**config.mk**
```make
export PLATFORM = sky130hd
export DESIGN_NAME = march_element_sequencer
export DESIGN_NICKNAME = d
export VERILOG_FILES = /design/src/rtl/march_element_sequencer.sv
export SDC_FILE = /design/constraint.sdc
export NUM_CORES = 1
export LEC_CHECK = 0
export ABC_AREA = 1
export BUFFER_PORTS_ARGS = -buffer_cell sky130_fd_sc_hd__buf_2
export CAP_MARGIN = 15
export CORE_UTILIZATION = 50
export CTS_CLUSTER_DIAMETER = 200
export DETAILED_ROUTE_END_ITERATION = 8
export PLACE_DENSITY = 0.72
export SLEW_MARGIN = 20
export SYNTH_ARGS = -nofsm -noshare
export SYNTH_HDL_FRONTEND = slang
export SYNTH_SLANG_ARGS = --single-unit
```
**constraint.sdc**
```tcl
create_clock -name clk -period 1.8 [get_ports clk]
set_input_delay 0.36 -clock clk [delete_from_list [all_inputs] [get_ports clk]]
set_output_delay 0.36 -clock clk [all_outputs]
set_load 0.03 [all_outputs]
```
**src/rtl/march_element_sequencer.sv**
```systemverilog
// Sequences one march element: loads the BIST address counter, holds each address
// for nops+1 operation cycles, then steps it until the element's address space is covered.
module march_element_sequencer #(
    parameter int                tasw      = 8,
    parameter int                admw      = 2,
    parameter logic [admw-1:0]   admd_prud = 1
) (
    input  logic            clk,
    input  logic            rst,
    input  logic            start_in,
    input  logic            abort_in,
    input  logic            updwn_in,
    input  logic [admw-1:0] admd_in,
    input  logic [2:0]      nops_in,
    output logic            s_out,
    output logic            r_out,
    output logic            hold_out,
    output logic            updwn_out,
    output logic [admw-1:0] admd_out,
    output logic            op_valid_out,
    output logic [2:0]      op_idx_out,
    output logic            busy_out,
    output logic            done_out
);

    typedef enum logic [2:0] {
        IDLE,
        LOAD,
        OPS,
        STEP,
        DONE
    } state_t;

    state_t        state;
    logic [2:0]    nops_q;
    logic [tasw:0] visit_cnt;
    logic [tasw:0] last_visit;

    // The LFSR never visits zero, so a pseudo-random element is one address shorter.
    localparam logic [tasw:0] FULL_LAST = {1'b0, {tasw{1'b1}}};
    localparam logic [tasw:0] PRUD_LAST = FULL_LAST - 1'b1;

    assign last_visit = (admd_out == admd_prud) ? PRUD_LAST : FULL_LAST;

    always_ff @(posedge clk) begin
        if (rst) begin
            state        <= IDLE;
            nops_q       <= 3'd0;
            visit_cnt    <= '0;
            s_out        <= 1'b0;
            r_out        <= 1'b0;
            hold_out     <= 1'b1;
            updwn_out    <= 1'b0;
            admd_out     <= '0;
            op_valid_out <= 1'b0;
            op_idx_out   <= 3'd0;
            busy_out     <= 1'b0;
            done_out     <= 1'b0;
        end else if (abort_in) begin
            // Latched mode and direction stay visible until the next accepted start.
            state        <= IDLE;
            s_out        <= 1'b0;
            r_out        <= 1'b0;
            hold_out     <= 1'b1;
            op_valid_out <= 1'b0;
            op_idx_out   <= 3'd0;
            busy_out     <= 1'b0;
            done_out     <= 1'b0;
        end else begin
            case (state)
                IDLE: begin
                    if (start_in) begin
                        state     <= LOAD;
                        updwn_out <= updwn_in;
                        admd_out  <= admd_in;
                        nops_q    <= nops_in;
                        visit_cnt <= '0;
                        busy_out  <= 1'b1;
                        hold_out  <= 1'b0;
                        s_out     <= ~updwn_in;
                        r_out     <= updwn_in;
                    end
                end
                LOAD: begin
                    state        <= OPS;
                    s_out        <= 1'b0;
                    r_out        <= 1'b0;
                    hold_out     <= 1'b1;
                    op_valid_out <= 1'b1;
                    op_idx_out   <= 3'd0;
                end
                OPS: begin
                    if (op_idx_out == nops_q) begin
                        op_idx_out   <= 3'd0;
                        op_valid_out <= 1'b0;
                        if (visit_cnt == last_visit) begin
                            state    <= DONE;
                            done_out <= 1'b1;
                        end else begin
                            state    <= STEP;
                            hold_out <= 1'b0;
                        end
                    end else begin
                        op_idx_out <= op_idx_out + 3'd1;
                    end
                end
                STEP: begin
                    state        <= OPS;
                    visit_cnt    <= visit_cnt + 1'b1;
                    hold_out     <= 1'b1;
                    op_valid_out <= 1'b1;
                end
                DONE: begin
                    state    <= IDLE;
                    done_out <= 1'b0;
                    busy_out <= 1'b0;
                end
                default: begin
                    state        <= IDLE;
                    s_out        <= 1'b0;
                    r_out        <= 1'b0;
                    hold_out     <= 1'b1;
                    op_valid_out <= 1'b0;
                    op_idx_out   <= 3'd0;
                    busy_out     <= 1'b0;
                    done_out     <= 1'b0;
                end
            endcase
        end
    end

endmodule
```
; Word-level counts from Yosys, hierarchy flattened
; Index checks and enable logic that the tools add are counted.
[totals]
ff_bits = 27
latchBits = 0
mem_bits_rw = 0
romBits = 0
inputBits = 10
out_inout_bits = 12
elab_cells = 73
n_memories = 0
[classes]
add_sub_neg = 2
n_mul = 0
div_mod_pow = 0
magnitude_cmp = 0
n_eq_ne = 11
shift = 0
muxes = 24
bitwise_logic = 7
n_reduce_logical = 17
[ops]
columns = operator, n
row1 = case mux 9 bit (2 select lines), 1
row2 = 2-to-1 mux 3 bit, 4
row3 = OR reduction 3 bit, 4
row4 = 2-to-1 mux 1 bit, 10
row5 = adder 9 x 1 -> 9 bit (second input constant), 1
row6 = == test 9 x 8 -> 1 bit, 1
row7 = 2-to-1 mux 9 bit, 1
row8 = case mux 3 bit (3 select lines), 1
row9 = AND reduction 3 bit, 3
row10 = inequality test 2 bit (second input constant), 4
row11 = case mux 1 bit (2 select lines), 4
row12 = AND reduction 2 bit, 4
row13 = inverter 1 bit, 7
row14 = == test 3 x 2 -> 1 bit (second input constant), 2
row15 = case mux 1 bit (3 select lines), 2
row16 = case mux 3 bit (2 select lines), 1
row17 = OR reduction 2 bit, 3
row18 = AND reduction 4 bit, 1
row19 = adder 3 x 1 -> 3 bit (second input constant), 1
row20 = == test 3 x 1 -> 1 bit (second input constant), 1
row21 = == test 3 bit, 1
row22 = == test 3 bit (second input constant), 1
row23 = logical NOT 3 bit, 1
row24 = == test 2 x 1 -> 1 bit (second input constant), 1
row25 = nonzero test 2 bit, 1

; Logic depth before layout (Yosys ltp)
; Gate-level depths: netlist of the first run.
[logic_depth]
depth_word = 6
ltp_mapped = 10
ltp_nobuf = 10

; Worst setup path before layout of the first run
; OpenSTA, ideal clock, no wires.
[synth_path]
path_kind = flip-flop to flip-flop
startpoint = register op_idx_out[2]
endpoint = register hold_out
setup_time_ns = 0.126
arrival_time_ns = 1.155
setup_slack_ns = 0.519
stages_incl_launch_ff = 8
path_buffers = 0
path_cell_list = dfxtp_1 -> nand2_1 -> nand2_1 -> nand3_1 -> a21oi_1 -> nand2_1 -> nand2_1 -> nand3_1
[synth_via]
elab_chain_cells = 3
[synth_rtl]
columns = item, line_no
row1 = from (decl), 21  ; output logic [2:0] op_idx_out,
row2 = from (signal assigned), 104  ; op_idx_out <= op_idx_out + 3'd1;
row3 = == test 3 bit, 93  ; if (op_idx_out == nops_q) begin
row4 = inequality test 2 bit (no line), -
row5 = AND reduction 4 bit (no line), -
row6 = to (signal assigned), 88  ; hold_out <= 1'b1;
row7 = to (signal assigned), 101  ; hold_out <= 1'b0;
row8 = to (signal assigned), 110  ; hold_out <= 1'b1;
row9 = to (decl), 17  ; output logic hold_out,
; Every way passes these cells.
; A chain may end at the register's enable or synchronous reset.

; Worst setup path after layout of the first run
[layout_path]
startpoint = register state[1]
endpoint = register visit_cnt[7]
[layout_via]
elab_chain_cells = 3
[layout_rtl]
columns = item, line_no
row1 = from (decl), 34  ; state_t state;
row2 = from (signal assigned), 47  ; state <= IDLE;
row3 = from (signal assigned), 61  ; state <= IDLE;
row4 = from (signal assigned), 73  ; state <= LOAD;
row5 = == test 3 x 2 -> 1 bit / logical NOT 3 bit (equally long branches), 70  ; case (state)
row6 = nonzero test 2 bit (no line) / inequality test 2 bit (equally long branches), -
row7 = AND reduction 3 bit (no line), -
row8 = to (signal assigned), 109  ; visit_cnt <= visit_cnt + 1'b1;
row9 = to (decl), 36  ; logic [tasw:0] visit_cnt;
; Parallel ways exist; a longest one is shown, timed or not.

==> results.md, run 1 <==
Outcome:
- The run finished with clean final reports.

GRT:
- The initial antenna violation count was 0.
- Global routing consumed, over all layers together, 21.52% of the routing resources.
- The remaining global-route overflow is 0.
- The maximum number of pins on one net before global-route repair is 16.
- The number of global-route vias before repair is 1,117.
- The global-route wire length before repair is between 4 and 5 mm.

Critical path:
- The maximum cell stage delay along the critical path is about 0.38 ns.
- For the worst setup path, the data required time is 2.04 ns.
- Measured in cells, the most critical reg-to-reg path has a length of 9.
- The worst setup path is launched from a flop.
- The endpoint arrival time on the critical path is between 1.5 and 2 ns.
- The critical path's slowest cell is sky130_fd_sc_hd__dfxtp_1.
- The signal on the critical path passes through inv_1 > nor2_2 > nand2_1 > nand2_1 > nand2_1 > nor2_4 > nand2_1 > o21ai_0 > nor2_1.
- By instance count, the cell type seen most on the critical path is sky130_fd_sc_hd__nand2_1.
- The startpoint identified for the worst register-to-register timing path is state[1].
- The critical path is of the reg2reg type.
- The launching instance or port of the critical path is state[1].
- In this run the register-to-register setup slack is 0.27 ns.
- The worst register-to-register path ends at visit_cnt[7].
- The family with the most delay on the worst path is simple AND/OR/NAND/NOR gates.
- STA classifies the critical path endpoint as a flop.
- The worst-path maximum fanout is 13.
- The number of buffers and inverters on the critical path is 1.

Clock network:
- The clock root buffer is sky130_fd_sc_hd__clkbuf_4.
- The CTS tree is yes.
- The number of sinks handled by clock tree synthesis is 27.
- The clock passes through at most 2 buffers.
- The source-to-sink clock delay at the later pin of the worst-skew pair is 0.34 ns.
- Clock-pin slew was measured on the worst setup and hold paths at roughly 0.15 ns.
- In this run, post-CTS repair resized a total of 0 instances.
- In this run the post-CTS setup repair buffer count came out at 0.
- The hold buffer count at cts is 0.
- The number of clock buffers inserted by TritonCTS is 3.
- CTS built an H-tree with a depth of 1.

Detailed routing:
- In the final routing, the length of wire on met1 measures 1.242 mm.
- The top routing layer in use is met4.
- Wire segments on met2 add up to around 1.2 mm in the final route.
- For this block, the initial DRC count from the detailed router was 46.
- The post-detailed-route count of antenna-violating nets is 0.
- For this run, design rule violations remaining after detail routing come to 0.
- The pre-antenna-repair detailed-routing pass consisted of 4 iterations.
- The count of vias placed by the detailed router is 1,249.
- The final routed wirelength across all metal layers is ~2.7 mm.
- The detail-routed via count per cell is 5.119.
- The wire length on met3 is 194 um.
- The routed wirelength normalized by instance count is 11.05 um.

Place:
- Including well taps, the total number of placed cells is 240.
- The number of port buffers is 21.
- Once detailed placement completed, the half-perimeter wirelength came to 2.106 mm.
- Timing analysis after detailed placement gives a worst setup slack of 0.3045 ns.
- At the end of routability-driven placement, the weighted congestion stood at 0.8799.

Finish:
- The number of filler cells placed in the layout is 244.
- At the end of the flow the core is filled with cells to 59.29%.
- The top cell types in the final layout, fill and taps aside, are sky130_fd_sc_hd__nand2_1, sky130_fd_sc_hd__inv_1, sky130_fd_sc_hd__dfxtp_1.
- The final non-filler cell total is 244.
- The final net count is 227.
- The count of inserted antenna diode cells is 0.
- The growth of design area from synthesis to finish is 12.45%.
- The fraction of layout instances using a drive strength above 1 is approximately 16%.
- The library cell used most frequently in the layout, excluding fill and tap cells, is sky130_fd_sc_hd__nand2_1.

Synthesis:
- Of the synthesized area, sequential elements account for 41.38%.
- Each instance of the synthesized netlist takes up on average 6.875 sq um.
- The cell area that synthesis handed to floorplanning was 1306 sq um.
- Synthesis produced 190 cells.
- After synthesis, the netlist uses 22 different library cells.
- The total of flip-flops plus latches after synthesis is 27.
- The number of nets in the synthesized netlist is 202.
- The synthesis warning total is 0.

Die:
- Row generation in the floorplan step produced 18 rows.
- The horizontal die dimension is 53.11 um.
- For this configuration, the core starts out at a cell density of 52.73%.
- The die covers 2821 sq um.
- The placeable core region is 2477 sq um.
- In this run the count of I/O pins placed on the die edge is 22.
- The die is 53.11 um tall.

STA:
- The final count of pins violating max slew is 0.
- The setup TNS is 0 ns.
- The highest clock frequency the design can meet is 0.6530 GHz.
- The worst max-slew margin expressed relative to the limit is 73.82%.
- The total count of hold-check failures in the final report is 0.
- After layout, the worst path uses 85.08% of the clock period.
- The final setup slack of the worst path is 0.2686 ns.
- The setup-violating endpoint count in the final report is 0.
- For the pin with the worst max-slew slack, the measured transition is 0.3886 ns.
- The clock period minus final worst setup slack is roughly 1.5 ns.
- Setup repair after global routing left no endpoint under its margin.
- Across the routed clock network, the largest skew measured is 0.009165 ns.

Hold path:
- The worst-case hold path end point is nops_q[1].
- The startpoint identified for the worst hold timing path is nops_in[1].
- The class of the tightest hold or removal check is in2reg.
- The worst hold path cell count is 3.

Job:
- The max-cap check violation count is 0.

Power and ir drop:
- For this design the static power due to leakage is 0.6635 nW.
- Total power for the finished layout comes to 0.001047 W.
- The largest vdd supply drop is roughly 0.66 mV.
- In this run the power density over the cells is 712.6 nW/um^2.
==> cells by family (layout without fill, tap and decap cells) <==
kind of cell             Yosys count  count (layout)  share of synthesized area [%]
XOR/XNOR                           2               2                          1.341
adder cells (fa/ha/maj)            2               2                          1.915
AND/OR/NAND/NOR                   95              95                          32.95
AO/OA/AOI/OAI                     33              33                          13.22
flip-flops                        27              27                          41.38
buffers and inverters             31              55                          9.196
==> worst max-delay path by stage <==
stage                   endpoint  slack (ns)  depth (start not counted)
finish              visit_cnt[7]        0.27                          9
global route        visit_cnt[8]        0.16                          9
CTS                 visit_cnt[7]        0.27                          9
detailed placement  visit_cnt[7]        0.30                          9
global placement       nops_q[2]        0.40                          8
floorplan               hold_out        0.52                          7
==> sequential cells by signal, indices dropped and copies added (netlist names) <==
name,flops
nops_q,3
done_out,1
busy_out,1
state,3
visit_cnt,9
op_valid_out,1
updwn_out,1
admd_out,2
r_out,1
hold_out,1
s_out,1
op_idx_out,3
==> Yosys cell counts <==
master                     number  area, sq um
sky130_fd_sc_hd__inv_2          2        7.510
sky130_fd_sc_hd__nand4_1        3        18.77
sky130_fd_sc_hd__a31oi_1        2        12.51
sky130_fd_sc_hd__inv_1         28        105.1
sky130_fd_sc_hd__a21oi_1       19        95.09
sky130_fd_sc_hd__o21ai_0        9        45.04
sky130_fd_sc_hd__nor3_1         2        10.01
sky130_fd_sc_hd__a21boi_1       1        7.510
sky130_fd_sc_hd__ha_1           2        25.02
sky130_fd_sc_hd__buf_4          1        7.510
sky130_fd_sc_hd__a211oi_1       1        7.510
sky130_fd_sc_hd__nand2_2        1        6.260
sky130_fd_sc_hd__nor2_2         3        18.77
sky130_fd_sc_hd__xnor2_1        1        8.760
sky130_fd_sc_hd__nand2_1       48        180.2
sky130_fd_sc_hd__nand3_1       16        80.08
sky130_fd_sc_hd__dfxtp_1       27        540.5
sky130_fd_sc_hd__xor2_1         1        8.760
sky130_fd_sc_hd__nor2_4         4        45.04
sky130_fd_sc_hd__nand3b_1       1        7.510
sky130_fd_sc_hd__nor2_1        17        63.81
sky130_fd_sc_hd__o21ai_1        1        5.000
==> worst reg2reg max path, cell delays in order, from the launching register on <==
cell and delay, ns:
sky130_fd_sc_hd__dfxtp_1 0.38, sky130_fd_sc_hd__inv_1 0.07, sky130_fd_sc_hd__nor2_2 0.13, sky130_fd_sc_hd__nand2_1 0.12, sky130_fd_sc_hd__nand2_1 0.08, sky130_fd_sc_hd__nand2_1 0.08
sky130_fd_sc_hd__nor2_4 0.23, sky130_fd_sc_hd__nand2_1 0.11, sky130_fd_sc_hd__o21ai_0 0.16, sky130_fd_sc_hd__nor2_1 0.06
==> metrics by stage <==
step	hold slack, ns	cell area (sq um)
after floorplan	0.4291	1306
after global placement	0.4363	1441
after detailed placement	0.4387	1441
after CTS	0.2351	1469
after global routing	0.2547	1469
final	0.2376	1469
==> final cells by class <==
type	count	area [sq um]	share of cell area, %
multi-input cells	132	645.6	43.95
flip-flops and latches	27	540.5	36.80
inverters	30	112.6	7.666
repair buffers	21	105.1	7.155
well taps	30	37.54	2.555
clock buffers	3	22.52	1.533
clock inverters	1	5.005	0.3407
==> power breakdown <==
group,internal [W],switching (W),leakage [nW]
clock network,0.0000837,0.000185,0.0177
logic,0.0000469,0.000105,0.426
registers,0.000615,0.0000112,0.219
==> per-layer routing <==
metal,up-vias,track usage [%]
met5,-,0
met4,0,10.53
met3,5,3.161
met2,56,33.54
met1,533,28.65
li1,655,-
(Power assumes the default switching activity.)
==> run 2, diff against run 1 <==
--- a/config.mk
+++ b/config.mk
@@ -8,10 +8,12 @@
 export ABC_AREA = 1
 export BUFFER_PORTS_ARGS = -buffer_cell sky130_fd_sc_hd__buf_2
 export CAP_MARGIN = 15
-export CORE_UTILIZATION = 50
+export CELL_PAD_IN_SITES_DETAIL_PLACEMENT = 2
+export CELL_PAD_IN_SITES_GLOBAL_PLACEMENT = 2
+export CORE_UTILIZATION = 30
 export CTS_CLUSTER_DIAMETER = 200
 export DETAILED_ROUTE_END_ITERATION = 8
-export PLACE_DENSITY = 0.72
+export PLACE_DENSITY_LB_ADDON = 0.1
 export SLEW_MARGIN = 20
 export SYNTH_ARGS = -nofsm -noshare
 export SYNTH_HDL_FRONTEND = slang
==> results.md, run 2 (synthesis gave the netlist of run 1 again) <==
Clock network:
- The hold buffer count at cts is 0 (unchanged).
- The number of sinks handled by clock tree synthesis is 27 (unchanged).
- The worst-case clock buffer depth came to 2 (unchanged).
- TritonCTS built the clock tree.
- The tree is rooted in a sky130_fd_sc_hd__clkbuf_8.
- The post-CTS resize count is 0 (unchanged).
- The number of clock buffers inserted by TritonCTS was 3 (unchanged).
- The number of buffers inserted by post-CTS setup repair is 0 (unchanged).
- The H-tree depth is 1 (unchanged).
- The source-to-sink clock delay at the later pin of the worst-skew pair is 0.29 ns (-0.05 ns).
- The clock edge transition at the registers on the reported setup and hold paths came to 0.10 ns (-0.05 ns).

Critical path:
- The worst endpoint required time is 1.98 ns (-0.06 ns).
- The maximum cell stage delay along the critical path is 0.37 ns (about the same).
- The number of cell instances on the worst register-to-register path is 9 (unchanged).
- The number of buffers and inverters on the critical path came to 1 (unchanged).
- The worst-path maximum fanout is 13 (unchanged).
- The endpoint arrival time on the critical path is 1.79 ns (+0.02 ns).
- The critical path is of the reg2reg type.
- The sort of element at the end of the critical path is a flop.
- In this design, the largest share of critical-path delay is due to simple AND/OR/NAND/NOR gates.
- The critical path goes through inv_1 > nor2_2 > nand2_1 > nand2_1 > nand2_1 > nor2_4 > nand2_1 > o21ai_0 > nor2_1.
- The total stage count of the critical path is 9 (unchanged).
- The worst setup path is launched from a flop.
- The critical path's slowest cell is sky130_fd_sc_hd__dfxtp_1.
- In this design, the critical path's most frequently occurring cell is sky130_fd_sc_hd__nand2_1.

Detailed routing:
- The detail-routed via count per cell came to 5.023 (-1.9%).
- The first-pass iteration count of the detailed router is 4 (unchanged).
- The routed wirelength normalized by instance count is 14.46 um (+31%).
- The violation count after the first detailed-route iteration is 28 (-39%).
- The residual DRC count is 0 (unchanged).
- The final routed wirelength across all metal layers is 3.832 mm (+42%).
- The count of vias placed by the detailed router is 1,331 (+6.6%).
- The post-detailed-route count of antenna-violating nets is 0 (unchanged).

Place:
- The placement-stage cell area is 1474 sq um (+2.3%).
- The number of port buffers was 21 (unchanged).
- The post-place setup slack is 0.2042 ns (-0.1003 ns).
- The post-detailed-placement half-perimeter wirelength is 3.043 mm (+45%).
- The routability-driven placement congestion ratio was 0.7228 (-18%).

Power and ir drop:
- The areal power density over the cells is 763.1 nW/um^2 (+7.1%).
- The leakage power summed over all cells is 0.6764 nW (+1.9%).
- The largest vdd supply drop was 0.3057 mV (-54%).

GRT:
- The initial antenna violation count came to 0 (unchanged).
- The maximum number of pins on one net before global-route repair is 16 (unchanged).
- The met1 demand-to-capacity share in global routing came to 22.26% (-6.4 points).
- The met3 layer usage reported by global route is 2.667% (-0.49 points).
- met2 is the most crowded layer.
- The global-route wire length before repair was 6.437 mm (+45%).
- The fraction of met2 tracks used by global routing is 33.70% (+0.16 points).
- The remaining global-route overflow is 0 (unchanged).
- The total global-route track usage came to 18.83% (-2.7 points).
- The number of global-route vias before repair is 1,410 (+26%).

Die:
- The horizontal die dimension came to 67.99 um (+28%).
- The starting density of the core is 31.97% (-21 points).
- The die extent in y is 67.99 um (+28%).
- The row count came to 23 (+5).
- The placeable core region is 4086 sq um (+65%).
- The area of the die is 4622 sq um (+64%).
- The I/O pin count is 22 (unchanged).

STA:
- The total count of hold-check failures in the final report is 0 (unchanged).
- The worst setup skew after layout came to 0.009645 ns (+0.0004795 ns).
- The worst hold slack across all endpoints is 0.3000 ns (+0.06245 ns).
- The worst max-slew margin expressed relative to the limit is 72.85% (-0.97 points).
- Setup repair after global routing left no endpoint under its margin.
- The measured slew at the worst slew-check pin was 0.4031 ns (+0.01445 ns).
- The final count of pins violating max slew is 0 (unchanged).
- The final period utilization is 89.26% (+4.2 points).
- The clock period minus final worst setup slack came to 1.607 ns (+0.07520 ns).
- The setup-violating endpoint count in the final report is 0 (unchanged).
- The setup TNS was 0 ns (unchanged).
- The final setup slack of the worst path was 0.1934 ns (-0.07520 ns).
- The highest clock frequency the design can meet is 0.6224 GHz (-4.7%).

Hold path:
- The class of the tightest hold or removal check is in2reg.
- The worst hold path cell count is 3 (unchanged).

Job:
- The max-cap check violation count is 0 (unchanged).

Finish:
- The number of flip-flops in the largest register is 9 (unchanged).
- The area of all placed cells without fillers is 1520 sq um (+3.5%).
- In the layout the commonest cells are sky130_fd_sc_hd__nand2_1, sky130_fd_sc_hd__inv_1, sky130_fd_sc_hd__dfxtp_1.
- The growth of design area from synthesis to finish is 16.38%.
- The register bank with the most flops is visit_cnt.
- The fraction of layout instances using a drive strength above 1 is 16.74% (+0.39 points).
- The library cell used most frequently in the layout, excluding fill and tap cells, is sky130_fd_sc_hd__nand2_1.
- The final net count came to 228 (+0.44%).
- The count of inserted antenna diode cells is 0 (unchanged).

Outcome:
- The flow ran to the end, and the final reports show no timing, DRC or antenna violations.
run 2: cell types whose count changed in the layout (fill, tap and decap cells not counted):
| cell | change |
|---|---|
| sky130_fd_sc_hd__clkbuf_8 | +3 |
| sky130_fd_sc_hd__buf_4 | +1 |
| sky130_fd_sc_hd__clkbuf_4 | -3 |
run 2: area by class of cell:
type | instances | area [sq um]
multi-input combinational | 132 | 645.6
tap | 50 | 62.56
inverter | 30 | 112.6
clock buffer | 3 | 41.29
sequential | 27 | 540.5
timing repair buffer | 22 | 112.6
fill | 531 | 2566
clock inverter | 1 | 5.005
run 2: report_power, final:
part           switching, W  internal [W]  total [W]
logic              0.000113     0.0000484   0.000162
clock network      0.000216      0.000156   0.000372
registers         0.0000118      0.000615   0.000626
total              0.000341      0.000819    0.00116
run 2: tightest hold or removal path, stage by stage:
cell and delay, ns:
sky130_fd_sc_hd__buf_2 0.08, sky130_fd_sc_hd__nor2_1 0.03, sky130_fd_sc_hd__nor2_1 0.08
run 2: worst paths after layout:
path                                 start      endpoint  slack [ns]
worst max register to register    state[1]  visit_cnt[7]        0.19
worst min-delay path            admd_in[0]   admd_out[0]        0.30
worst min register to register    done_out      done_out        0.46
worst max-delay path              state[1]  visit_cnt[7]        0.19
run 2: metal layers:
layer	up-vias	share of wire, %
met4	0	2.0
li1	654	-
met1	647	44
met3	7	2.7
met2	23	51
met5	-	0
run 2: through the flow:
stage	total power [W]	instances	utilization [%]
final	0.001160	265	37.20
after global routing	0.001219	265	37.20
after CTS	0.001186	265	37.20
after detailed placement	0.0008056	261	36.07
after global placement	0.0007968	261	36.07
after floorplan	0.0007485	190	-
